<file path="src/rtl/aes_ctr_step_fsm_if.sv">
// Bundle of request, status and counter-slice access signals for the
// sliced AES-CTR counter incrementer. Port names keep their direction
// suffixes as seen from the incrementer (the slave side).
interface aes_ctr_step_fsm_if #(
  parameter int SliceSize = 16,
  parameter int NumSlices = 8
);
  localparam int SliceIdxW = $clog2(NumSlices);

  // Request handshake: incr_i is a start request, taken on a rising clock
  // edge only while ready_o=1. step_i and active_slices_i are sampled on that
  // same edge, so they may change freely afterwards. No request is queued:
  // incr_i seen while ready_o=0 has no effect. done_o pulses for one cycle
  // on the final slice write of an accepted request.
  logic                  incr_i;
  logic [SliceSize-1:0]  step_i;
  logic [SliceIdxW:0]    active_slices_i;
  logic                  ready_o;
  logic                  done_o;
  logic                  overflow_o;

  // Error inputs and fatal alert
  logic                  incr_err_i;
  logic                  mr_err_i;
  logic                  alert_o;

  // Counter slice read/modify/write port
  logic [SliceIdxW-1:0]  ctr_slice_idx_o;
  logic [SliceSize-1:0]  ctr_slice_i;
  logic [SliceSize-1:0]  ctr_slice_o;
  logic                  ctr_we_o;

  // Raw FSM state encoding, for observation only
  logic [5:0]            state_dbg;

  modport slave (
    input  incr_i, step_i, active_slices_i, incr_err_i, mr_err_i, ctr_slice_i,
    output ready_o, done_o, overflow_o, alert_o, ctr_slice_idx_o, ctr_slice_o,
           ctr_we_o, state_dbg
  );

  modport master (
    output incr_i, step_i, active_slices_i, incr_err_i, mr_err_i, ctr_slice_i,
    input  ready_o, done_o, overflow_o, alert_o, ctr_slice_idx_o, ctr_slice_o,
           ctr_we_o, state_dbg
  );
endinterface

</file>
<file path="src/rtl/aes_ctr_step_fsm.sv">
// Sliced counter incrementer for AES-CTR: adds a step to the low slice of a
// NumSlices*SliceSize counter held outside this block, then ripples the carry
// through higher slices one slice per cycle, writing each slice back. Only the
// lowest n slices are touched, giving a mod 2^(n*SliceSize) wrap.
module aes_ctr_step_fsm #(
  parameter int SliceSize = 16,
  parameter int NumSlices = 8,
  parameter bit EarlyExit = 1'b0,
  localparam int SliceIdxW = $clog2(NumSlices)
) (
  input logic              clk_i,
  input logic              rst_ni,
  aes_ctr_step_fsm_if.slave bus
);

  // Sparse encoding: every pair of legal states differs in at least 3 bits,
  // so a single upset cannot turn one legal state into another.
  typedef enum logic [5:0] {
    IDLE  = 6'b010110,
    INCR  = 6'b101100,
    ERROR = 6'b111001
  } state_e;

  localparam logic [SliceIdxW:0]   NumSlicesW = (SliceIdxW+1)'(NumSlices);
  localparam logic [SliceIdxW:0]   NOne       = (SliceIdxW+1)'(1);
  localparam logic [SliceIdxW-1:0] IdxOne     = SliceIdxW'(1);

  state_e                state_q, state_d;
  logic [SliceSize-1:0]  step_q;
  logic [SliceIdxW-1:0]  idx_q;
  logic [SliceIdxW:0]    n_q;
  logic                  carry_q;
  logic                  overflow_q;

  logic [SliceIdxW:0]    n_sel;
  logic [SliceSize-1:0]  addend;
  logic [SliceSize:0]    sum;
  logic                  carry_out;
  logic                  last;
  logic                  ready;
  logic                  done;
  logic                  we;
  logic                  alert;
  logic                  start;

  // Slice adder, completion detect and clamping of the requested slice count
  always_comb begin
    addend = step_q;
    if (idx_q != '0) begin
      addend = {{(SliceSize-1){1'b0}}, carry_q};
    end
    sum       = {1'b0, bus.ctr_slice_i} + {1'b0, addend};
    carry_out = sum[SliceSize];
    last      = ({1'b0, idx_q} == (n_q - NOne)) || (EarlyExit && !carry_out);
    // 0 and out-of-range counts both mean "whole counter"
    n_sel = bus.active_slices_i;
    if (n_sel == '0 || n_sel > NumSlicesW) begin
      n_sel = NumSlicesW;
    end
  end

  // FSM next state and outputs; error inputs win over everything else
  always_comb begin
    state_d = state_q;
    ready   = 1'b0;
    done    = 1'b0;
    we      = 1'b0;
    alert   = 1'b0;
    start   = 1'b0;
    case (state_q)
      IDLE: begin
        ready = 1'b1;
        if (bus.incr_i) begin
          start   = 1'b1;
          state_d = INCR;
        end
      end
      INCR: begin
        we = 1'b1;
        if (last) begin
          done    = 1'b1;
          state_d = IDLE;
        end
      end
      ERROR: begin
        alert = 1'b1;
      end
      default: begin
        alert   = 1'b1;
        state_d = ERROR;
      end
    endcase
    if (bus.incr_err_i || bus.mr_err_i) begin
      state_d = ERROR;
      start   = 1'b0;
      done    = 1'b0;
    end
  end

  // State register
  always_ff @(posedge clk_i or negedge rst_ni) begin
    if (!rst_ni) begin
      state_q <= IDLE;
    end else begin
      state_q <= state_d;
    end
  end

  // Operation context: latched at acceptance, advanced on every slice write
  always_ff @(posedge clk_i or negedge rst_ni) begin
    if (!rst_ni) begin
      step_q     <= '0;
      idx_q      <= '0;
      n_q        <= '0;
      carry_q    <= 1'b0;
      overflow_q <= 1'b0;
    end else if (start) begin
      step_q  <= bus.step_i;
      idx_q   <= '0;
      n_q     <= n_sel;
      carry_q <= 1'b0;
    end else if (done) begin
      // Early exit only happens with carry_out=0, so this is also the
      // required "no overflow" value in that case.
      idx_q      <= '0;
      carry_q    <= 1'b0;
      overflow_q <= carry_out;
    end else if (we) begin
      idx_q   <= idx_q + IdxOne;
      carry_q <= carry_out;
    end
  end

  assign bus.ready_o         = ready;
  assign bus.done_o          = done;
  assign bus.ctr_we_o        = we;
  assign bus.alert_o         = alert;
  assign bus.overflow_o      = overflow_q;
  assign bus.ctr_slice_idx_o = idx_q;
  assign bus.ctr_slice_o     = sum[SliceSize-1:0];
  assign bus.state_dbg       = state_q;

  // Without an alert the FSM must be in one of its operating states
  a_alert_state: assert property (@(posedge clk_i) disable iff (!rst_ni)
    !bus.alert_o |-> (state_q == IDLE || state_q == INCR));

endmodule

</file>
<file path="src/flat_wrapper.sv">
// flat-port wrapper written by rule: the top's interface ports become plain ports
module aes_ctr_step_fsm_flat 
#(
  parameter int SliceSize = 16,
  parameter int NumSlices = 8,
  parameter bit EarlyExit = 1'b0,
  localparam int SliceIdxW = $clog2(NumSlices)
)
  (clk_i, rst_ni, bus_incr_i, bus_step_i, bus_active_slices_i, bus_incr_err_i, bus_mr_err_i, bus_ctr_slice_i, bus_ready_o, bus_done_o, bus_overflow_o, bus_alert_o, bus_ctr_slice_idx_o, bus_ctr_slice_o, bus_ctr_we_o, bus_state_dbg);
  aes_ctr_step_fsm_if #(.SliceSize(SliceSize), .NumSlices(NumSlices)) bus_i ();
  input logic clk_i;
  input logic rst_ni;
  input wire logic [$bits(bus_i.incr_i)-1:0] bus_incr_i;
  input wire logic [$bits(bus_i.step_i)-1:0] bus_step_i;
  input wire logic [$bits(bus_i.active_slices_i)-1:0] bus_active_slices_i;
  input wire logic [$bits(bus_i.incr_err_i)-1:0] bus_incr_err_i;
  input wire logic [$bits(bus_i.mr_err_i)-1:0] bus_mr_err_i;
  input wire logic [$bits(bus_i.ctr_slice_i)-1:0] bus_ctr_slice_i;
  output wire logic [$bits(bus_i.ready_o)-1:0] bus_ready_o;
  output wire logic [$bits(bus_i.done_o)-1:0] bus_done_o;
  output wire logic [$bits(bus_i.overflow_o)-1:0] bus_overflow_o;
  output wire logic [$bits(bus_i.alert_o)-1:0] bus_alert_o;
  output wire logic [$bits(bus_i.ctr_slice_idx_o)-1:0] bus_ctr_slice_idx_o;
  output wire logic [$bits(bus_i.ctr_slice_o)-1:0] bus_ctr_slice_o;
  output wire logic [$bits(bus_i.ctr_we_o)-1:0] bus_ctr_we_o;
  output wire logic [$bits(bus_i.state_dbg)-1:0] bus_state_dbg;
  assign bus_i.incr_i = bus_incr_i;
  assign bus_i.step_i = bus_step_i;
  assign bus_i.active_slices_i = bus_active_slices_i;
  assign bus_i.incr_err_i = bus_incr_err_i;
  assign bus_i.mr_err_i = bus_mr_err_i;
  assign bus_i.ctr_slice_i = bus_ctr_slice_i;
  assign bus_ready_o = bus_i.ready_o;
  assign bus_done_o = bus_i.done_o;
  assign bus_overflow_o = bus_i.overflow_o;
  assign bus_alert_o = bus_i.alert_o;
  assign bus_ctr_slice_idx_o = bus_i.ctr_slice_idx_o;
  assign bus_ctr_slice_o = bus_i.ctr_slice_o;
  assign bus_ctr_we_o = bus_i.ctr_we_o;
  assign bus_state_dbg = bus_i.state_dbg;
  aes_ctr_step_fsm #(.SliceSize(SliceSize), .NumSlices(NumSlices), .EarlyExit(EarlyExit)) u_core (.clk_i(clk_i), .rst_ni(rst_ni), .bus(bus_i));
endmodule
</file>
<file path="config.mk">
export PLATFORM = sky130hd
export DESIGN_NAME = aes_ctr_step_fsm_flat
export DESIGN_NICKNAME = d
export VERILOG_FILES = /design/src/rtl/aes_ctr_step_fsm_if.sv /design/src/rtl/aes_ctr_step_fsm.sv /design/src/flat_wrapper.sv
export SDC_FILE = /design/constraint.sdc
export NUM_CORES = 1
export LEC_CHECK = 0
export ABC_CLOCK_PERIOD_IN_PS = 9000
export BUFFER_PORTS_ARGS = -buffer_cell sky130_fd_sc_hd__buf_2
export CAP_MARGIN = 40
export CORE_ASPECT_RATIO = 0.9
export CORE_MARGIN = 2
export CORE_UTILIZATION = 50
export CTS_BUF_LIST = sky130_fd_sc_hd__clkbuf_8
export DETAILED_ROUTE_END_ITERATION = 8
export PLACE_DENSITY = 0.78
export SYNTH_ARGS = -nofsm -noshare
export SYNTH_HDL_FRONTEND = slang
export SYNTH_SLANG_ARGS = --single-unit
</file>
<file path="constraint.sdc">
create_clock -name clk_i -period 9 [get_ports clk_i]
set_clock_uncertainty 0.05 [all_clocks]
set_input_delay 0.45 -clock clk_i [delete_from_list [all_inputs] [get_ports clk_i]]
set_output_delay 0.45 -clock clk_i [all_outputs]
set_load 0.1 [all_outputs]
</file>
# Word level (Yosys, flattened, before mapping)
# Index checks and enable logic that the tools add are counted.
# totals
ramBits,0
mem_bits_ro,0
inputBits,41
output_inout_bits,30
elab_cells,47
latchBits,0
mem_count,0
register_bits,31
# classes
bitwise,1
n_eq_ne,7
n_lt_le_gt_ge,1
multipliers,0
reduce_logical,8
muxes,21
shift,0
div_mod_pow,0
n_addsub,3
# op_table
cell,count
two-way mux 6 bit,3
case mux 6 bit (3 select lines),1
adder 16 x 16 -> 17 bit,1
two-way mux 16 bit,1
equality test 6 bit (second input constant),2
two-way mux 1 bit,12
two-way mux 3 bit,3
equality test 6 x 5 -> 1 bit (second input constant),1
nonzero test 3 bit,2
equality test 3 x 4 -> 1 bit,1
greater-than comparator 4 bit (second input constant),1
zero test 4 bit,1
two-way mux 4 bit,1
subtractor 4 x 1 -> 4 bit (second input constant),1
adder 3 x 1 -> 3 bit (second input constant),1
inequality test 3 x 1 -> 1 bit (second input constant),1
inequality test 3 x 2 -> 1 bit (second input constant),1
AND reduction 3 bit,1
logical OR 1 bit,2
inequality test 2 x 1 -> 1 bit (second input constant),1
AND reduction 2 bit,1
OR reduction 2 bit,1
inverter 1 bit,1

# Depth between registers and ports, before layout
# Gate-level depths: netlist of the first run.
# logic_depth
depth_word,7
ltp_mapped,13
depth_no_buf,11

# Worst setup path after synthesis of the first run
# No wires, ideal clock.
# synth_timing
kind,register -> output
from,reg u_core.idx_q[0] (netlist: u_core.bus.ctr_slice_idx_o[0])
to,out bus_ctr_slice_o[12]
arrival_time_ns,3.635
path_buffers,1
stages_incl_launch_ff,13
required_ns,8.500
setup_slack_ns,4.865
cell_sequence,dfrtp_1 inv_1 ha_1 nor2b_1 mux2_2 ha_1 fa_1 a211oi_1 o21ai_0 a21oi_1 o21a_1 xnor2_1 buf_4
# synth_between
elab_chain_len,3
# synth_lines
item,line,source
from (decl),aes_ctr_step_fsm.sv:30,logic [SliceIdxW-1:0] idx_q;
from (signal assigned),aes_ctr_step_fsm.sv:129,idx_q <= idx_q + IdxOne;
nonzero test 3 bit,aes_ctr_step_fsm.sv:49,if (idx_q != '0) begin
two-way mux 16 bit,aes_ctr_step_fsm.sv:49,
adder 16 x 16 -> 17 bit,aes_ctr_step_fsm.sv:52,"sum = {1'b0, bus.ctr_slice_i} + {1'b0, addend};"
to (decl),flat_wrapper.sv:24,output wire logic [$bits(bus_i.ctr_slice_o)-1:0] bus_ctr_slice_o;
# Every way passes these cells.

# Worst setup path in the final report of the first run
# Same ends and word-level chain as after synthesis.

==> run summary, run 1 <==
================================================================================
Wire length per cell ..............................................      12.6 um
Final HPWL from detailed placement ................................      3970 um
Maximum vdd drop ..................................................    0.0990 mV
Pre-antenna DRT Iters .............................................            4
I/O pin count .....................................................           71
Static power due to leakage .......................................   0.00142 uW
Core ar. ..........................................................    4430 um^2
Number of H-tree levels ...........................................            2
Worst path required time ..........................................      8.50 ns
Met3 layer usage reported by global route .........................        4.71%
CTS root buf ......................................................     clkbuf_8
Clock period minus final worst setup slack ........................      4.73 ns
Final count of negative-setup-slack endpoints .....................            0
Count of max-cap constraint violations ............................            0
FF+latch count, synth .............................................           30
Post-placement cell area ..........................................    2590 um^2
Final estimated routing congestion in global placement ............        0.850
Arrival time at the worst endpoint ................................      4.23 ns
Register area share after synthesis ...............................        32.7%
Result of the run ................................................. finished, final reports clean
Final hold violations .............................................            0
Post-detailed-route DRC marker count ..............................            0
Total power per unit cell area ....................................  113 nW/um^2
Async S/R FF share, synth .........................................         100%
Area of the mapped netlist ........................................    2300 um^2
Starting DRT DRC Count ............................................           65
Worst-Skew Late Latency ...........................................      0.29 ns
Post-synth top flop ...............................................      dfrtp_1
Clock tree from TritonCTS .........................................          yes
Synthesized area per cell .........................................    8.29 um^2
Area occupied by multi-input gates ................................    1360 um^2
Number of enable-type register cells in the synthesized netlist ...            0
I/O Buffers .......................................................           70
Overall power consumption .........................................       303 uW
Worst-case clock buffer depth .....................................            2
Tightest Hold Check Type ..........................................     in2async
Synthesis-to-finish area growth ...................................        16.3%
Worst slew margin relative to its limit ...........................        49.4%
Num CTS Buffers ...................................................            5
Crit-path max FO ..................................................           16
Critical path endpoint category ...................................  output port
Total Neg Setup Slack .............................................         0 ns
Unrepaired setup endpoints after global routing ...................           no
Global-route wire length before repair ............................      7870 um
Grt ovf ...........................................................            0
GR peak layer .....................................................         met2
Ratio of cells with drive above 1 in the final layout .............        26.0%
Number of nets in the layout ......................................          394
Fillers ...........................................................          434
Max-slew violation count ..........................................            0
Total vias in the final route .....................................         2125
Site row count ....................................................           23
Count of different cell masters after synthesis ...................           47
Sink Count ........................................................           30
Largest net degree at the start of global routing .................           31
Synthesized Nets ..................................................          339
Post-route standard cell area excluding fillers ...................    2680 um^2
Storage element area ..............................................     754 um^2
Crit start category ...............................................     register
Cells after DPL ...................................................          388
Clock transition at the registers of the reported paths ...........      0.07 ns
Count of warnings emitted by yosys ................................            0
Most common cell in the synthesized netlist .......................      nand2_1
Worst Tran Pin Value ..............................................     0.757 ns
GR Layer Usage met2 ...............................................        34.6%
Number of antenna violations at the first check in global routing .            0
Synthesized instance count ........................................          278
Gates resized, CTS repair .........................................            0
Crit Path Class ...................................................      reg2out
CTS Hold Buffers Added ............................................            0
Met1 GRT Util .....................................................        25.7%
Final worst path period share .....................................        52.5%
Detail-routed via count per cell ..................................         5.37
Die Height ........................................................      68.4 um
Top area cells in the synthesized netlist ......................... dfrtp_1 (29%), ha_1 (10%), nand2_1 (9.9%)
Global router's overall resource usage ............................        20.2%
Area share of the largest cell type after synthesis ...............        29.3%
Yosys top cell by area ............................................      dfrtp_1
Horiz. Die Dim ....................................................      75.6 um
Number of global-route vias before repair .........................         1846
Die ar. ...........................................................    5170 um^2
Commonest cells in the netlist .................................... nand2_1 (61), dfrtp_1 (27), ha_1 (19)
Total routed wirelength ...........................................      5010 um
Effective utilization at floorplan ................................        52.0%
Number of nets with antenna violations after routing ..............            0
Ant diodes ........................................................            0
Setup fix buffers added after clock tree synthesis ................            0
Maximum frequency from static timing analysis .....................      212 MHz
Post-Layout Cell Count ............................................          396
================================================================================
[critical path, cell delays in order, from the launching register on]
cell	delay, ns
dfrtp_1	0.44
inv_1	0.09
ha_1	0.14
nor2b_1	0.61
mux2_2	0.41
ha_1	0.24
fa_1	0.44
a211oi_1	0.29
o21ai_0	0.15
a21oi_1	0.30
o21a_1	0.25
xnor2_1	0.14
buf_2	0.44
[final cells by class]
| cell class | count | area share [%] |
|---|---|---|
| Multi-Input combinational cell | 213 | 50.5 |
| Sequential cell | 30 | 28.1 |
| Timing Repair Buffer | 71 | 13.3 |
| Clock buffer | 6 | 3.08 |
| Tap cell | 62 | 2.89 |
| Inverter | 12 | 1.68 |
| Clock inverter | 2 | 0.327 |
[report_power, final]
part,switching [uW],internal [uW],leakage [uW]
Combinational,43.7,14.4,0.000992
Sequential,0.0218,135,0.000377
Clock,49.3,60.4,0.0000524
Total,93.1,210,0.00142
[kinds of logic after synthesis]
logic type | count (synthesis) | share of synthesized area, %
xor gates and xnor gates | 15 | 6.35
buffers and inverters | 35 | 8.47
adders and majority gates | 20 | 11.2
muxes | 2 | 0.923
AOI/OAI and AO/OA | 50 | 13.8
and+or+nand+nor | 126 | 26.5
DFF | 30 | 32.7
[layout by cell type, fill, tap and decap left out, types with 2 or more instances in the layout]
master / count
buf_2: 70
nand2_1: 61
dfrtp_1: 27
ha_1: 19
and2_1: 18
nor2_1: 14
o21ai_0: 13
inv_1: 12
a21oi_1: 11
xnor2_1: 9
nand3_1: 8
nor3_1: 7
clkbuf_8: 6
nand4_1: 5
xor2_1: 5
a31oi_1: 4
o21a_1: 3
nand4b_1: 3
o21bai_1: 3
o31ai_1: 3
dfstp_2: 3
a21o_1: 2
nand3b_1: 2
[through the flow]
| step | hold slack (ns) | util, % | setup WS, ns |
|---|---|---|---|
| floorplan | 0.104 | - | 4.87 |
| CTS | 0.157 | 60.5 | 4.19 |
| finish | 0.136 | 60.5 | 4.27 |
| detailed placement | 0.404 | 58.4 | 4.47 |
| global route | 0.185 | 60.5 | 3.97 |
| global placement | 0.399 | 58.4 | 4.65 |
[flip-flops by register name, indices dropped and copies added, names as in the netlist]
signal                      flops
u_core.step_q                  16
u_core.n_q                      4
u_core.bus.overflow_o           1
u_core.bus.ctr_slice_idx_o      3
u_core.carry_q                  1
u_core.bus.state_dbg            5
[final timing paths]
| kind | slack, ns | end | startpoint | depth (start not counted) |
|---|---|---|---|---|
| worst max-delay path | 4.27 | bus_ctr_slice_o[12] | u_core.bus.ctr_slice_idx_o[0]$_DFFE_PN0P_ | 12 |
| worst max register to register | 5.37 | u_core.bus.overflow_o$_DFFE_PN0P_ | u_core.bus.ctr_slice_idx_o[0]$_DFFE_PN0P_ | 11 |
| worst min-delay path | 0.14 | u_core.step_q[12]$_DFFE_PN0P_ | rst_ni | 1 |
| max in group asynchronous | 8.35 | u_core.step_q[13]$_DFFE_PN0P_ | rst_ni | 1 |
| worst min register to register | 0.42 | u_core.step_q[14]$_DFFE_PN0P_ | u_core.step_q[14]$_DFFE_PN0P_ | 2 |
| min in group clk_i | 0.26 | u_core.bus.state_dbg[2]$_DFFE_PN1P_ | bus_incr_err_i | 2 |
[metal layers]
metal	part of all wire (%)	wire (um)
met5	0	0
met4	0.88	44
met3	7.1	356
met2	48	2380
met1	44	2220
(Power assumes the default switching activity.)
==> run 2, diff against run 1 <==
--- a/config.mk
+++ b/config.mk
@@ -5,7 +5,8 @@
 export SDC_FILE = /design/constraint.sdc
 export NUM_CORES = 1
 export LEC_CHECK = 0
-export ABC_CLOCK_PERIOD_IN_PS = 9000
+export ABC_AREA = 1
+export ABC_CLOCK_PERIOD_IN_PS = 4500
 export BUFFER_PORTS_ARGS = -buffer_cell sky130_fd_sc_hd__buf_2
 export CAP_MARGIN = 40
 export CORE_ASPECT_RATIO = 0.9
@@ -13,7 +14,7 @@
 export CORE_UTILIZATION = 50
 export CTS_BUF_LIST = sky130_fd_sc_hd__clkbuf_8
 export DETAILED_ROUTE_END_ITERATION = 8
-export PLACE_DENSITY = 0.78
+export PLACE_DENSITY = 0.77
 export SYNTH_ARGS = -nofsm -noshare
 export SYNTH_HDL_FRONTEND = slang
 export SYNTH_SLANG_ARGS = --single-unit
==> constraint.sdc (replaced) <==
create_clock -name clk_i -period 4.5 [get_ports clk_i]
set_clock_uncertainty 0.05 [all_clocks]
set_input_delay 0.225 -clock clk_i [delete_from_list [all_inputs] [get_ports clk_i]]
set_output_delay 0.225 -clock clk_i [all_outputs]
set_load 0.1 [all_outputs]
==> run summary, run 2 <==
====================================================================================
Result of the run ..................................................... finished, final reports clean
Die ar. ...............................................................    5670 um^2   +9.6%
Critical path endpoint category .......................................  output port
I/O pin count .........................................................           71   unchanged
Clock period minus final worst setup slack ............................      3.60 ns
Worst slew margin relative to its limit ...............................        56.8%   +7.3 points
Site row count ........................................................           24   +4.3%
Area share of the largest cell type after synthesis ...................        26.6%   -2.7 points
Effective utilization at floorplan ....................................        52.2%   +0.21 points
FF+latch count, synth .................................................           30   unchanged
Count of warnings emitted by yosys ....................................            0   unchanged
Post-synthesis compound-gate area fraction ............................        10.4%   -3.3 points
Count of max-cap constraint violations ................................            0   unchanged
Utilization of the core after routing .................................        59.4%   -1.1 points
Crit Path Class .......................................................      reg2out
Wire length per cell ..................................................      11.0 um   -13%
Net load switching power ..............................................       275 uW   +200%
Starting DRT DRC Count ................................................          147   +130%
Total Neg Setup Slack .................................................         0 ns   unchanged
GR Layer Usage met2 ...................................................        34.2%   -0.38 points
Num CTS Buffers .......................................................            5   unchanged
Pre-antenna DRT Iters .................................................            4   unchanged
Ant diodes ............................................................            0   unchanged
Arrival time at the worst endpoint ....................................      3.32 ns   -0.91 ns
Combinational share of power ..........................................        33.5%   +14 points
Synthesis-to-finish area growth .......................................        13.7%
Met1 GRT Util .........................................................        30.3%   +4.6 points
Number of global-route vias before repair .............................         2231   +21%
Global-route wire length before repair ................................      9660 um   +23%
Net switching share of the total power ................................        39.4%   +8.7 points
Post-synth top flop ...................................................      dfrtp_1
Most common cell in the synthesized netlist ...........................      nand2_1
Post-synthesis adder-cell area fraction ...............................        10.1%   -1.0 points
R2r setup slk .........................................................      1.72 ns   -3.65 ns
Register bank with the most flops ..................................... u_core.step_q
Area of the mapped netlist ............................................    2540 um^2   +10%
Number of H-tree levels ...............................................            2   unchanged
Tightest Hold Check Type ..............................................       in2reg
Clock power share .....................................................        27.6%   -8.6 points
Setup slack after placement ...........................................      1.23 ns   -3.25 ns
Final HPWL from detailed placement ....................................      4420 um   +11%
Critical-path top delay cell ..........................................        buf_2
Unrepaired setup endpoints after global routing .......................           no
Commonest cells after routing, fill and taps aside .................... nand2_1 (114), buf_2 (70), inv_1 (69)
Synth Area in Simple Gates ............................................        29.9%   +3.3 points
Count of different cell masters after synthesis .......................           26   -45%
Most common cell on crit path .........................................      nand2_1
Post-detailed-route DRC marker count ..................................            0   unchanged
Reg power frac ........................................................        38.9%   -5.7 points
Largest net degree at the start of global routing .....................           39   +26%
Sink Count ............................................................           30   unchanged
Synthesized instance count ............................................          375   +35%
Synthesized area per cell .............................................    6.77 um^2   -18%
GR peak layer .........................................................         met2
Maximum cell stage delay along the critical path ......................      0.45 ns   -0.16 ns
Worst Tran Pin Value ..................................................     0.649 ns   -0.108 ns
Global router's overall resource usage ................................        21.4%   +1.2 points
Number of nets with antenna violations after routing ..................            0   unchanged
Grt ovf ...............................................................            0   unchanged
Static power due to leakage ...........................................   0.00165 uW   +16%
Reg2reg path depth ....................................................           14   +3
Parity-gate share of the synthesized area counting xor and xnor cells .        3.10%   -3.2 points
Worst-case clock buffer depth .........................................            2   unchanged
CTS root buf ..........................................................     clkbuf_8
Final count of negative-setup-slack endpoints .........................            0   unchanged
Number of nets in the layout ..........................................          492   +25%
Max-slew violation count ..............................................            0   unchanged
Detail-routed via count per cell ......................................         4.74   -12%
Maximum vdd drop ......................................................     0.187 mV   +89%
Yosys top cell by area ................................................      dfrtp_1
Multiplexer fraction of the synthesized cell area .....................           0%   -0.92 points
Final hold violations .................................................            0   unchanged
Overall power consumption .............................................       697 uW   +130%
Most common cell after layout, fill and taps aside ....................      nand2_1
Number of enable-type register cells in the synthesized netlist .......            0   unchanged
Crit-path max FO ......................................................           17   +1
Core ar. ..............................................................    4860 um^2   +9.8%
Total vias in the final route .........................................         2353   +11%
Worst-Skew Late Latency ...............................................      0.28 ns   about the same
Maximum frequency from static timing analysis .........................      278 MHz
Met3 layer usage reported by global route .............................        4.91%   +0.20 points
Number of cells traversed by the worst hold path ......................            3
Horiz. Die Dim ........................................................      79.1 um   +4.7%
Register area share after synthesis ...................................        29.7%   -3.0 points
Number of antenna violations at the first check in global routing .....            0   unchanged
Total routed wirelength ...............................................      5470 um   +9.2%
Die Height ............................................................      71.6 um   +4.7%
Final estimated routing congestion in global placement ................        0.917   +7.9%
Async S/R FF share, synth .............................................         100%   unchanged
Crit start category ...................................................     register
Ratio of cells with drive above 1 in the final layout .................        21.8%   -4.2 points
Synthesized Nets ......................................................          436   +29%
Total power per unit cell area ........................................  241 nW/um^2   +110%
Clock transition at the registers of the reported paths ...............      0.06 ns   about the same
Worst path required time ..............................................      4.22 ns   -4.28 ns
I/O Buffers ...........................................................           70   unchanged
Dominant combinational cell family by area after synthesis ............ simple AND/OR/NAND/NOR gates
Clock tree from TritonCTS .............................................          yes
Top area cells in the synthesized netlist ............................. dfrtp_1 (27%), nand2_1 (17%), inv_1 (9.9%)
Final worst path period share .........................................        79.9%
Cell breakdown of the critical path ................................... inv_1 -> ha_1 -> nand2_1 -> o21ai_0 -> ha_1 -> fa_1 -> nand2_1 -> nand2_1 -> nand3_1 -> nand2_1 -> nand2_1 -> nand2_1 -> xor2_1 -> buf_2
Int Pwr ...............................................................       422 uW   +100%
Commonest cells in the netlist ........................................ nand2_1 (114), inv_1 (67), nor2_1 (33)
Max FFs per register ..................................................           16   unchanged
Post-layout worst setup margin ........................................     0.905 ns   -3.37 ns
====================================================================================
[run 2: cell count changes after synthesis, moves of 4 or more]
cell / delta
inv_1: +56
nand2_1: +53
nor2_1: +19
and2_1: -18
nand3_1: +15
o21ai_2: +9
xnor2_1: -9
a21oi_1: +6
clkbuf_1: -5
a31oi_1: -4
xor2_1: +4
[run 2: what timing repair did]
item	in CTS	in global routing
hold endpoints to repair	27	0
buffers inserted	0	0
hold buffers	1	0
gates resized for setup	0	0
[run 2: per-stage QoR]
step | cells | hold slack [ns] | cell area [um^2]
finish | 496 | 0.0997 | 2890
global route | 496 | 0.103 | 2890
CTS | 496 | 0.0943 | 2890
detailed placement | 488 | 0.251 | 2800
global placement | 488 | 0.237 | 2800
floorplan | 375 | -0.121 | 2540
[run 2: layout make-up]
cell class              count  area, um^2
clock inverters             2        7.51
well taps                  65        81.3
repair buffers             71         360
multi-input cells         255        1360
fillers                   502        1980
clock buffers               5        68.8
flip-flops and latches     30         754
inverters                  68         255
[run 2: critical path, delay by kind of cell (launching register included)]
kind	cells	cell delay [ns]
and+or+nand+nor	7	0.93
adders and majority gates	3	0.83
buffers and inverters	2	0.54
DFF	1	0.41
AOI/OAI and AO/OA	1	0.17
xor gates and xnor gates	1	0.15
[run 2: layer usage]
layer | wire length, um | vias to the layer above
li1 | - | 1249
met1 | 2690 | 1046
met2 | 2490 | 56
met3 | 266 | 2
met4 | 21 | 0
met5 | 0 | -
[run 2: worst paths after layout]
| check | from | to |
|---|---|---|
| worst min register to register | u_core.carry_q$_DFFE_PN0P_ | u_core.carry_q$_DFFE_PN0P_ |
| min in group asynchronous | rst_ni | u_core.bus.overflow_o$_DFFE_PN0P_ |
| worst min-delay path | bus_step_i[13] | u_core.step_q[13]$_DFFE_PN0P_ |
| max in group asynchronous | rst_ni | u_core.step_q[4]$_DFFE_PN0P_ |
| worst max register to register | u_core.bus.ctr_slice_idx_o[0]$_DFFE_PN0P_ | u_core.bus.overflow_o$_DFFE_PN0P_ |
| worst max-delay path | u_core.bus.ctr_slice_idx_o[0]$_DFFE_PN0P_ | bus_ctr_slice_o[12] |
[run 2: kinds of logic (layout without fill, tap and decap cells)]
| logic type | count (synthesis) | count (layout) |
|---|---|---|
| AOI/OAI and AO/OA | 44 | 44 |
| xor gates and xnor gates | 9 | 9 |
| adders and majority gates | 20 | 20 |
| buffers and inverters | 90 | 146 |
| DFF | 30 | 30 |
| and+or+nand+nor | 182 | 182 |
[run 2: power by group through the flow]
stage	registers, uW	clock network [uW]	logic, uW
3_3_place_gp	276	0	231
2_1_floorplan	279	0	201
5_1_grt	271	212	251
6_report	271	193	234
3_5_place_dp	276	0	233
4_1_cts	271	199	234
